--- src/rtl/ifetch_if.sv ---
// ifetch_if: bundle of the fetch-stage instruction-memory, redirect and status signals
interface ifetch_if #(
   parameter int ADDR_W  = 16,
   parameter int INSTR_W = 16
);
   logic [INSTR_W-1:0] instr_i;
   logic               stall_i;
   logic               jump_i;
   logic [ADDR_W-1:0]  jump_target_i;
   logic               branch_i;
   logic [ADDR_W-1:0]  branch_target_i;
   logic [ADDR_W-1:0]  pc_o;
   logic [ADDR_W-2:0]  im_addr_o;
   logic [INSTR_W-1:0] instr_o;
   logic               instr_valid_o;
   logic               halted_o;
   logic               timeout_o;
   logic               misalign_o;
   logic [7:0]         cycle_cnt_o;
   logic [7:0]         retired_cnt_o;
   modport master (
      input  instr_i, stall_i, jump_i, jump_target_i, branch_i, branch_target_i,
      output pc_o, im_addr_o, instr_o, instr_valid_o, halted_o, timeout_o, misalign_o,
             cycle_cnt_o, retired_cnt_o
   );
   modport slave (
      output instr_i, stall_i, jump_i, jump_target_i, branch_i, branch_target_i,
      input  pc_o, im_addr_o, instr_o, instr_valid_o, halted_o, timeout_o, misalign_o,
             cycle_cnt_o, retired_cnt_o
   );
endinterface

--- src/rtl/ifetch_halt_ctrl.sv ---
// ifetch_halt_ctrl: PC sequencer with halt-word drain and cycle watchdog;
// define IFETCH_MISALIGN_TRAP_EN to halt on odd redirect targets instead of clearing bit0
module ifetch_halt_ctrl #(
   parameter int                 ADDR_W    = 16,
   parameter int                 INSTR_W   = 16,
   parameter logic [INSTR_W-1:0] HALT_WORD = 16'hFFFF,
   parameter int                 END_COUNT = 50,
   parameter int                 DRAIN_CYC = 2
) (
   input logic      clk_i,
   input logic      rst_n,
   ifetch_if.master bus
);
   localparam logic [1:0] RUN        = 2'd0;
   localparam logic [1:0] DRAIN      = 2'd1;
   localparam logic [1:0] HALT       = 2'd2;
   localparam logic [7:0] END_C      = 8'(END_COUNT);
   localparam logic [7:0] DRAIN_LAST = 8'(DRAIN_CYC - 1);
   logic [1:0]        state_q, state_d;
   logic [ADDR_W-1:0] pc_q, pc_d, tgt;
   logic [7:0]        drain_q, drain_d, cyc_q, cyc_d, ret_q, ret_d;
   logic              halted_q, halted_d, timeout_q, timeout_d, misalign_q, misalign_d;
   logic              run, is_halt, redir, mis, valid, wd_hit;
   // decode the current fetch: halt word, selected redirect target, trap and watchdog hits
   always_comb begin
      run     = state_q == RUN;
      is_halt = bus.instr_i == HALT_WORD;
      redir   = bus.jump_i | bus.branch_i;
      tgt     = bus.jump_i ? bus.jump_target_i : bus.branch_target_i;
`ifdef IFETCH_MISALIGN_TRAP_EN
      mis     = run && !bus.stall_i && !is_halt && redir && tgt[0];
`else
      mis     = 1'b0;
      tgt[0]  = 1'b0;
`endif
      valid   = rst_n && run && !bus.stall_i && !is_halt && !mis;
      wd_hit  = run && (cyc_q + 8'd1 == END_C);
   end
   // next-state: halt word wins over the watchdog, stall freezes pc but still burns budget
   always_comb begin
      state_d    = state_q;
      pc_d       = pc_q;
      drain_d    = drain_q;
      halted_d   = halted_q;
      timeout_d  = timeout_q;
      misalign_d = misalign_q;
      cyc_d      = (state_q != HALT && cyc_q != 8'hFF) ? cyc_q + 8'd1 : cyc_q;
      ret_d      = (valid && ret_q != 8'hFF) ? ret_q + 8'd1 : ret_q;
      if (run) begin
         if (!bus.stall_i && is_halt) begin
            state_d = DRAIN;
            drain_d = '0;
         end else begin
            if (!bus.stall_i && !mis) pc_d = redir ? tgt : pc_q + ADDR_W'(2);
            if (mis) begin
               state_d    = HALT;
               halted_d   = 1'b1;
               misalign_d = 1'b1;
            end
            if (wd_hit) begin
               state_d   = HALT;
               halted_d  = 1'b1;
               timeout_d = 1'b1;
            end
         end
      end else if (state_q == DRAIN) begin
         drain_d = drain_q + 8'd1;
         if (drain_q == DRAIN_LAST) begin
            state_d  = HALT;
            halted_d = 1'b1;
         end
      end
   end
   // state registers, cleared asynchronously from any state
   always_ff @(posedge clk_i or negedge rst_n) begin
      if (!rst_n) begin
         state_q    <= RUN;
         pc_q       <= '0;
         drain_q    <= '0;
         cyc_q      <= '0;
         ret_q      <= '0;
         halted_q   <= 1'b0;
         timeout_q  <= 1'b0;
         misalign_q <= 1'b0;
      end else begin
         state_q    <= state_d;
         pc_q       <= pc_d;
         drain_q    <= drain_d;
         cyc_q      <= cyc_d;
         ret_q      <= ret_d;
         halted_q   <= halted_d;
         timeout_q  <= timeout_d;
         misalign_q <= misalign_d;
      end
   end
   assign bus.pc_o          = pc_q;
   assign bus.im_addr_o     = pc_q[ADDR_W-1:1];
   assign bus.instr_o       = bus.instr_i;
   assign bus.instr_valid_o = valid;
   assign bus.halted_o      = halted_q;
   assign bus.timeout_o     = timeout_q;
   assign bus.misalign_o    = misalign_q;
   assign bus.cycle_cnt_o   = cyc_q;
   assign bus.retired_cnt_o = ret_q;
endmodule

--- src/flat_wrapper.sv ---
// flat-port wrapper written by rule: the top's interface ports become plain ports
module ifetch_halt_ctrl_flat 
#(
   parameter int                 ADDR_W    = 16,
   parameter int                 INSTR_W   = 16,
   parameter logic [INSTR_W-1:0] HALT_WORD = 16'hFFFF,
   parameter int                 END_COUNT = 50,
   parameter int                 DRAIN_CYC = 2
)
  (clk_i, rst_n, bus_instr_i, bus_stall_i, bus_jump_i, bus_jump_target_i, bus_branch_i, bus_branch_target_i, bus_pc_o, bus_im_addr_o, bus_instr_o, bus_instr_valid_o, bus_halted_o, bus_timeout_o, bus_misalign_o, bus_cycle_cnt_o, bus_retired_cnt_o);
  ifetch_if #(.ADDR_W(ADDR_W), .INSTR_W(INSTR_W)) bus_i ();
  input logic clk_i;
  input logic rst_n;
  input wire logic [$bits(bus_i.instr_i)-1:0] bus_instr_i;
  input wire logic [$bits(bus_i.stall_i)-1:0] bus_stall_i;
  input wire logic [$bits(bus_i.jump_i)-1:0] bus_jump_i;
  input wire logic [$bits(bus_i.jump_target_i)-1:0] bus_jump_target_i;
  input wire logic [$bits(bus_i.branch_i)-1:0] bus_branch_i;
  input wire logic [$bits(bus_i.branch_target_i)-1:0] bus_branch_target_i;
  output wire logic [$bits(bus_i.pc_o)-1:0] bus_pc_o;
  output wire logic [$bits(bus_i.im_addr_o)-1:0] bus_im_addr_o;
  output wire logic [$bits(bus_i.instr_o)-1:0] bus_instr_o;
  output wire logic [$bits(bus_i.instr_valid_o)-1:0] bus_instr_valid_o;
  output wire logic [$bits(bus_i.halted_o)-1:0] bus_halted_o;
  output wire logic [$bits(bus_i.timeout_o)-1:0] bus_timeout_o;
  output wire logic [$bits(bus_i.misalign_o)-1:0] bus_misalign_o;
  output wire logic [$bits(bus_i.cycle_cnt_o)-1:0] bus_cycle_cnt_o;
  output wire logic [$bits(bus_i.retired_cnt_o)-1:0] bus_retired_cnt_o;
  assign bus_i.instr_i = bus_instr_i;
  assign bus_i.stall_i = bus_stall_i;
  assign bus_i.jump_i = bus_jump_i;
  assign bus_i.jump_target_i = bus_jump_target_i;
  assign bus_i.branch_i = bus_branch_i;
  assign bus_i.branch_target_i = bus_branch_target_i;
  assign bus_pc_o = bus_i.pc_o;
  assign bus_im_addr_o = bus_i.im_addr_o;
  assign bus_instr_o = bus_i.instr_o;
  assign bus_instr_valid_o = bus_i.instr_valid_o;
  assign bus_halted_o = bus_i.halted_o;
  assign bus_timeout_o = bus_i.timeout_o;
  assign bus_misalign_o = bus_i.misalign_o;
  assign bus_cycle_cnt_o = bus_i.cycle_cnt_o;
  assign bus_retired_cnt_o = bus_i.retired_cnt_o;
  ifetch_halt_ctrl #(.ADDR_W(ADDR_W), .INSTR_W(INSTR_W), .HALT_WORD(HALT_WORD), .END_COUNT(END_COUNT), .DRAIN_CYC(DRAIN_CYC)) u_core (.clk_i(clk_i), .rst_n(rst_n), .bus(bus_i));
endmodule
--- config.mk ---
export PLATFORM = sky130hd
export DESIGN_NAME = ifetch_halt_ctrl_flat
export DESIGN_NICKNAME = d
export VERILOG_FILES = /design/src/rtl/ifetch_if.sv /design/src/rtl/ifetch_halt_ctrl.sv /design/src/flat_wrapper.sv
export SDC_FILE = /design/constraint.sdc
export NUM_CORES = 1
export LEC_CHECK = 0
export CAP_MARGIN = 20
export CORE_MARGIN = 2
export CORE_UTILIZATION = 30
export DETAILED_ROUTE_END_ITERATION = 8
export PLACE_DENSITY_LB_ADDON = 0.1
export RECOVER_POWER = 100
export SYNTH_ARGS = -nofsm -noshare
export SYNTH_HDL_FRONTEND = slang
export SYNTH_SLANG_ARGS = --single-unit
--- constraint.sdc ---
create_clock -name clk_i -period 2 [get_ports clk_i]
set_input_delay 0.2 -clock clk_i [delete_from_list [all_inputs] [get_ports clk_i]]
set_output_delay 0.2 -clock clk_i [all_outputs]
set_load 0.05 [all_outputs]
### Word-level counts from Yosys, hierarchy flattened

Cells that the tools add are included.

* magnitude comparators: 0
* bitwise gates (word level): 3
* add/sub/neg operators: 4
* reduce and logical (&&, ||, !) cells: 17
* divide/modulo/power cells: 0
* multipliers: 0
* equal/unequal tests: 11
* muxes and demuxes: 15
* shifts and indexed selects: 0

Operators by type and width (count)
* 2-to-1 mux 16 bit: 2
* adder 8 x 1 -> 8 bit (second input constant): 3
* 2-to-1 mux 8 bit: 3
* adder 16 x 2 -> 16 bit (second input constant): 1
* equality test 16 bit (second input constant): 1
* != test 8 bit (second input constant): 2
* 2-to-1 mux 2 bit: 5
* AND reduction 3 bit: 3
* equality test 8 x 1 -> 1 bit (second input constant): 1
* equality test 8 x 6 -> 1 bit (second input constant): 1
* != test 2 bit (second input constant): 4
* logical AND 1 bit: 7
* 2-to-1 mux 1 bit: 5
* AND reduction 4 bit: 1
* nonzero test 2 bit: 2
* != test 3 bit (second input constant): 1
* equality test 2 x 1 -> 1 bit (second input constant): 1
* logical NOT 1 bit: 2
* logical NOT 2 bit: 1
* NOT 1 bit: 2
* AND reduction 2 bit: 1
* OR 1 bit: 1

* bits in latches: 0
* bits in read-only memories: 0
* memories kept: 0
* bits of input ports: 53
* memory bits (writable): 0
* register bits after elaboration: 44
* output and inout port bits: 67

### Longest topological paths before layout

Gate-level depths: netlist (run 1).

* word-level depth: 6
* depth in mapped cells: 6
* depth with buffers taken out: 6

### Worst setup path after synthesis (run 1)

OpenSTA, ideal clock, no wires.

* path type: register -> output
* start point: reg u_core.state_q[1]
* end point: out bus_instr_valid_o
* stages on the path, launching flop included: 6
* data arrival time: 1.743 ns
* setup slack: 0.057 ns
* required time: 1.800 ns
* buffers on the path: 2
* cell sequence: dfrtp_1 -> nor3_4 -> o41ai_2 -> buf_2 -> buf_2 -> nor2_1

* word-level cells in the longest chain between the ends: 4

Ends and longest elaborated chain
* start, declared: line ifetch_halt_ctrl.sv:19 `logic [1:0] state_q, state_d;`
* start signal, assigned: line ifetch_halt_ctrl.sv:86 `state_q <= state_d;`
* logical NOT 2 bit: line ifetch_halt_ctrl.sv:26 `run = state_q == RUN;`
* logical AND 1 bit (3 in series): line ifetch_halt_ctrl.sv:36 `valid = rst_n && run && !bus.stall_i && !is_halt && !mis;`
* end, declared: line flat_wrapper.sv:23 `output wire logic [$bits(bus_i.instr_valid_o)-1:0] bus_instr_valid_o;`

No other way between the ends.

### Final worst setup path (run 1)

* start point: in bus_instr_i[2]
* end point: out bus_instr_valid_o

* word-level cells in the longest chain between the ends: 3

Ends and longest elaborated chain
* start, declared: line flat_wrapper.sv:14 `input wire logic [$bits(bus_i.instr_i)-1:0] bus_instr_i;`
* equality test 16 bit: line ifetch_halt_ctrl.sv:27 `is_halt = bus.instr_i == HALT_WORD;`
* logical NOT 1 bit: line ifetch_halt_ctrl.sv:36
* logical AND 1 bit: line ifetch_halt_ctrl.sv:36

No other way between the ends.

==> impl_metrics.ini, run 1 <==
[timing]
fmax_mhz = 525
rsz0062_at_grt = no
timing_hold_violations_final = 0
setup_viol = 0
worst_pin_slew_ps = 609
period_share_pct = 95.2
fin_worst_hold_slack_ps = 348
fin_skew_ps = 7.30
worst_slew_margin_rel_pct = 59.6
period_needed_ps = 1900
timing.setup.tns_ps = 0
finalMaxSlewViolations = 0

[floorplanning]
floorplan.die_area_sq_mm = 0.00991
rows = 34
die-height_um = 99.6
die_w_um = 99.6
core_area_sq_mm = 0.00881
io-pin-count = 120
start_util_pct = 31.1

[power]
power_frac_comb_pct = 25.8
clock_power_share_pct = 27.7
power.internal_mw = 1.32
seqPwrFrac_pct = 46.5
switching_share_pct = 33.5
pwr_density_cell_mw_per_mm2 = 518
netSwitchingPower_uw = 664
worst_ir_drop_vdd_uv = 243
leakagePower_nw = 1.65

[setup_path]
criticalPathCategory = in2out
required_time_of_the_worst_setup_path_ps = 1800
arrival_ps = 1700
start_kind = input pin
path_max_fanout = 3
timing.critical_path.to_type = output pin

[yosys]
synth_cells = 307
synth_seq_cells = 43
yosysWarningCount = 0
syn_area_per_cell_sq_um = 8.92
synth_cell_types = 45
total_standard_cell_area_after_synthesis_sq_mm = 0.00274
synth.yosys.seq_area_share_pct = 39.3

[global_route]
overflow = 0
grt_antenna_before_repair = 0
grt_max_degree = 27
grt_use_total_pct = 15.6
grt_first_pass_wirelength_um = 12700
grt_pass1_vias = 2581

[layout]
final_nets = 462
finalCoreUtilization_pct = 43.5
fin_area_sq_mm = 0.00383
antenna_cells = 0
drive_gt1_share_pct = 6.68
layout-area-overhead-vs-synth_pct = 40.0

[clock_network]
post-cts-setup-buffers = 0
cts_tree = yes
htree_num_levels = 2
clkSlewWorstSetupHoldPaths_ps = 80
clock_path_buffers = 2
cts.sinks = 43
cts-buffers-inserted = 5
insertion_delay_ps = 290
clk_root_buffer_cell = sky130_fd_sc_hd__clkbuf_8

[place]
postPlaceCellArea_sq_mm = 0.00382
gpl.final_weighted_congestion = 0.798
detailed_place_hpwl_um = 5690
port-buffer-count = 115

[run]
cap_violations = 0

[run_status]
outcome = completed

[route]
drt-initial-drc-count = 115
num_vias = 2581
aggregate_routed_wire_length_um = 7540
avgViaCountPerCell = 5.04
drc_errors = 0
detail-route-antenna-nets = 0
routedWlPerCell_um = 14.7
drt_pass1_iterations = 4

[hold_path]
min-delay-path-class = in2async
cell usage in the layout (no fill, tap or decap), types with 9 or more instances in the layout:
| cell type | netlist | final |
|---|---|---|
| sky130_fd_sc_hd__nand3_1 | 14 | 14 |
| sky130_fd_sc_hd__buf_4 | 33 | 11 |
| sky130_fd_sc_hd__clkbuf_1 | 9 | 23 |
| sky130_fd_sc_hd__dlygate4sd3_1 | 0 | 41 |
| sky130_fd_sc_hd__and3_1 | 10 | 10 |
| sky130_fd_sc_hd__inv_1 | 9 | 9 |
| sky130_fd_sc_hd__a21oi_1 | 21 | 21 |
| sky130_fd_sc_hd__clkdlybuf4s50_1 | 0 | 57 |
| sky130_fd_sc_hd__nand4_1 | 12 | 12 |
| sky130_fd_sc_hd__nand2_1 | 17 | 17 |
| sky130_fd_sc_hd__o21ai_0 | 27 | 27 |
| sky130_fd_sc_hd__nor2_1 | 18 | 18 |
| sky130_fd_sc_hd__dfrtp_1 | 43 | 43 |
timing repair:
| action | 4_1_cts | 5_1_grt |
|---|---|---|
| gates resized for setup | 0 | 1 |
| hold buffers | 1 | 0 |
| endpoints found under the setup margin | 0 | 1 |
| endpoints found under the hold margin | 9 | 0 |
routing by layer:
metal / wire length [um] / track usage (%) / share of wire, % / vias up
li1: - / - / - / 1281
met1: 3530 / 21.4 / 47 / 1207
met2: 3480 / 24.9 / 46 / 86
met3: 448 / 3.65 / 5.9 / 7
met4: 75 / 4.21 / 1.0 / 0
met5: 0 / 0 / 0 / -
synthesized netlist by cell type, drive strengths merged:
master	n	area [sq um]
dfrtp	43	1080
buf	35	258
o21ai	27	135
a21oi	21	105
nor2	18	67.6
nand2	17	63.8
nand3	14	70.1
nand4	12	75.1
and3	10	62.6
clkbuf	9	33.8
inv	9	33.8
nor3	8	51.3
xnor2	8	70.1
a22oi	7	52.6
ha	6	75.1
nor2b	5	31.3
o21a	5	37.5
xor2	5	43.8
a221oi	4	35.0
mux2	4	48.8
nand2b	4	25.0
nor4	4	25.0
a22o	3	26.3
a31oi	3	18.8
nor4b	3	26.3
o22ai	3	18.8
o31a	3	26.3
o41ai	3	33.8
mux2i	2	20.0
or2	2	15.0
a211oi	1	7.51
a21o	1	7.51
a41o	1	10.0
a41oi	1	8.76
and2	1	6.26
and4	1	8.76
conb	1	3.75
o21bai	1	7.51
o221ai	1	8.76
or3b	1	8.76
cell type report:
class,instances,area (sq um)
Clock inverter,2,12.5
Fill cell,899,4970
Sequential cell,43,1080
Multi-Input combinational cell,212,1350
Inverter,9,33.8
Clock buffer,6,72.6
Tap cell,108,135
Timing Repair Buffer,132,1150
critical path, stage by stage:
cell and delay (ps):
sky130_fd_sc_hd__clkdlybuf4s50_1 480, sky130_fd_sc_hd__nand4_1 180, sky130_fd_sc_hd__o41ai_4 440, sky130_fd_sc_hd__buf_4 190
sky130_fd_sc_hd__nor2_1 40, sky130_fd_sc_hd__buf_4 180
metrics by stage:
stage / worst slack [ps] / power (mW) / std cells
2_1_floorplan: 57.3 / 1.28 / 308
5_1_grt: 14.5 / 2.09 / 512
4_1_cts: 76.6 / 2.05 / 512
6_report: 95.9 / 1.99 / 512
3_3_place_gp: 1.35 / 1.48 / 503
3_5_place_dp: -25.2 / 1.48 / 503
path summary, 6_finish.rpt:
check	start	end	slack (ps)	cells past startpoint
setup reg to reg	u_core.state_q[1]	u_core.bus.retired_cnt_o[1]	240	5
hold reg to reg	u_core.bus.timeout_o	u_core.bus.timeout_o	480	1
min in group clk_i	u_core.bus.timeout_o	u_core.bus.timeout_o	480	1
max in group asynchronous	rst_n	u_core.bus.pc_o[10]	850	3
setup / recovery	bus_instr_i[2]	bus_instr_valid_o	100	6
hold / removal	rst_n	u_core.bus.retired_cnt_o[0]	350	2
cells by family (layout without fill, tap and decap cells):
logic type               Yosys count  after routing  share of synthesized area (%)
buffers and inverters             53            149                           11.9
AO/OA/AOI/OAI                     85             85                           19.7
other                              1              2                          0.137
AND/OR/NAND/NOR                  100            100                           19.6
multiplexers                       6              6                           2.51
flip-flops                        43             43                           39.3
XOR/XNOR                          13             13                           4.16
adder cells (fa/ha/maj)            6              6                           2.74
power by group through the flow:
stage          Combinational, mW  Clock (mW)  Sequential (mW)
6_report                   0.512       0.550            0.923
5_1_grt                    0.542       0.619            0.930
4_1_cts                    0.543       0.580            0.925
3_5_place_dp               0.540           0            0.943
3_3_place_gp               0.538           0            0.941
2_1_floorplan              0.271           0             1.00
state kept, by name, summed over array words and instances, names as in the netlist:
register	flops
u_core.state_q	2
u_core.drain_q	8
u_core.bus.halted_o	1
u_core.bus.cycle_cnt_o	8
u_core.bus.pc_o	15
u_core.bus.retired_cnt_o	8
u_core.bus.timeout_o	1
Power figures use the tool's default switching activity.
==> run 2, diff against run 1 <==
Settings changed: CAP_MARGIN 20 to default.
==> results of run 2 <==
Final layout, timing and power as in run 1 (identical DEF).
==> run 3, diff against run 2 <==
Settings changed: CORE_MARGIN 2 to default.
==> run 3 against run 2 <==
Global-route usage grew 0.25 points. Clock power grew 30%. Combinational power about the same. Setup slack improved by 1.1 ps. Utilization up 0.65 points. Fmax is essentially flat. Cell area increased by 1.0%. Critical path depth is 5 lower. Clock skew is 1.9 ps lower. Clock-buffer cell count unchanged. Register-to-register slack got worse by 70 ps. Final cell count is 0.20% higher.
==> impl_metrics.ini, run 3 (same netlist as run 1, synthesis figures left out) <==
[power]
pwr_density_cell_mw_per_mm2 = 555
leakagePower_nw = 1.69
finalPower_mw = 2.15
worst_ir_drop_vdd_uv = 273

[layout]
num-fill-cells = 882
layout_commonest_cell = sky130_fd_sc_hd__clkdlybuf4s50_1
seqCellArea_sq_mm = 0.00108
largest_reg_flops = 15
final_nets = 463
drive_gt1_share_pct = 7.41
finalCoreUtilization_pct = 44.2
antenna_cells = 0
fin_area_sq_mm = 0.00387
layout-area-overhead-vs-synth_pct = 41.4
mostFrequentLayoutCells = sky130_fd_sc_hd__clkdlybuf4s50_1 (52), sky130_fd_sc_hd__dlygate4sd3_1 (46), sky130_fd_sc_hd__dfrtp_1 (43), sky130_fd_sc_hd__o21ai_0 (27), sky130_fd_sc_hd__a21oi_1 (21)
multi_input_gate_area_sq_mm = 0.00135

[clock_network]
cts.sinks = 43
ctsResizeCount = 0
clock_path_buffers = 2
post-cts-setup-buffers = 0
cts_tree = yes
cts-buffers-inserted = 5
htree_num_levels = 2
insertion_delay_ps = 300
clkSlewWorstSetupHoldPaths_ps = 90
clk_root_buffer_cell = sky130_fd_sc_hd__clkbuf_8

[timing]
period_share_pct = 95.2
fmax_mhz = 525
post-route-worst-setup-slack_ps = 96.9
worst_pin_slew_ps = 610
rsz0062_at_grt = no
fin_skew_ps = 5.44
setup_viol = 0
worst_slew_margin_rel_pct = 59.5
period_needed_ps = 1900
finalMaxSlewViolations = 0
fin_worst_hold_slack_ps = 379
timing_hold_violations_final = 0

[setup_path]
path_max_fanout = 7
criticalPathCategory = reg2out
reg2reg_setup_slack_ps = 170
start_kind = flip-flop
arrival_ps = 1700
required_time_of_the_worst_setup_path_ps = 1800
critPathBufInv = 1
slowest_stage = sky130_fd_sc_hd__dlygate4sd3_1
critPathTopFamily = buffers and inverters
crit_path_largest_cell_delay_ps = 920
timing.critical_path.to_type = output pin
timing.critical_path.cells = dlygate4sd3_1

[route]
routed-wl-met3_um = 356
drt-met1-wl_um = 3550
routedWlPerCell_um = 14.5
detail-route-antenna-nets = 0
num_vias = 2568
wl_met2_um = 3440
drc_errors = 0
drt-initial-drc-count = 114
route.top_layer_used = met4
drt_pass1_iterations = 4
avgViaCountPerCell = 5.01
aggregate_routed_wire_length_um = 7440

[run_status]
outcome = completed

[place]
postPlaceCellArea_sq_mm = 0.00383
detailed_place_hpwl_um = 5620
pre_cts_ws_ps = -129
port-buffer-count = 115
gpl.final_weighted_congestion = 0.793

[floorplanning]
core_area_sq_mm = 0.00876
die-height_um = 97.6
start_util_pct = 31.3
io-pin-count = 120
die_w_um = 97.6
floorplan.die_area_sq_mm = 0.00952
rows = 34

[global_route]
grt_pass1_vias = 2532
grt_first_pass_wirelength_um = 12500
grt_antenna_before_repair = 0
grt_max_degree = 27
overflow = 0
grt_use_total_pct = 15.9

[run]
cap_violations = 0

[hold_path]
min-delay-path-class = in2async
-- run 3: cell count changes in the layout (fill, tap and decap cells not counted) --
cell / change
sky130_fd_sc_hd__a211oi_1: +1
sky130_fd_sc_hd__a211oi_2: -1
sky130_fd_sc_hd__buf_4: -1
sky130_fd_sc_hd__bufinv_16: +1
sky130_fd_sc_hd__clkbuf_1: -4
sky130_fd_sc_hd__clkbuf_2: +2
sky130_fd_sc_hd__clkbuf_4: +3
sky130_fd_sc_hd__clkbuf_8: +1
sky130_fd_sc_hd__clkdlybuf4s50_1: -5
sky130_fd_sc_hd__clkinvlp_4: -1
sky130_fd_sc_hd__dlygate4sd3_1: +5
sky130_fd_sc_hd__or2_0: +1
sky130_fd_sc_hd__or2_4: -1
-- run 3: through the flow --
step	cells	setup TNS (ps)
after global routing	513	0
after global placement	504	-444
after CTS	513	0
after floorplan	308	0
final	513	0
after detailed placement	504	-870
-- run 3: where the power goes --
group | switching, mW | leakage [nW] | internal (mW)
registers | 0.0346 | 0.543 | 0.889
clock network | 0.313 | 0.0612 | 0.405
logic | 0.324 | 1.08 | 0.187
-- run 3: layout make-up --
class / instances / area share (%)
Clock buffer: 6 / 2.13
Clock inverter: 2 / 0.904
Inverter: 9 / 0.872
Multi-Input combinational cell: 212 / 34.8
Sequential cell: 43 / 27.8
Tap cell: 108 / 3.49
Timing Repair Buffer: 133 / 30.1
-- run 3: final timing paths --
kind                                      startpoint                           to  cells past startpoint
setup reg to reg                   u_core.state_q[0]  u_core.bus.retired_cnt_o[1]                      5
min in group clk_i              u_core.bus.timeout_o         u_core.bus.timeout_o                      1
setup / recovery           u_core.bus.cycle_cnt_o[4]           bus_cycle_cnt_o[4]                      1
hold / removal                                 rst_n    u_core.bus.cycle_cnt_o[7]                      2
hold reg to reg                 u_core.bus.timeout_o         u_core.bus.timeout_o                      1
max in group asynchronous                      rst_n            u_core.drain_q[4]                      3
-- run 3: timing repair --
action,4_1_cts,5_1_grt
hold buffers,1,0
endpoints found under the setup margin,0,1
endpoints found under the hold margin,11,0
-- run 3: metal layers --
metal | global-route usage [%] | vias up
li1 | - | 1293
met4 | 4.64 | 0
met1 | 21.6 | 1196
met5 | 0 | -
met2 | 25.2 | 70
met3 | 3.53 | 9
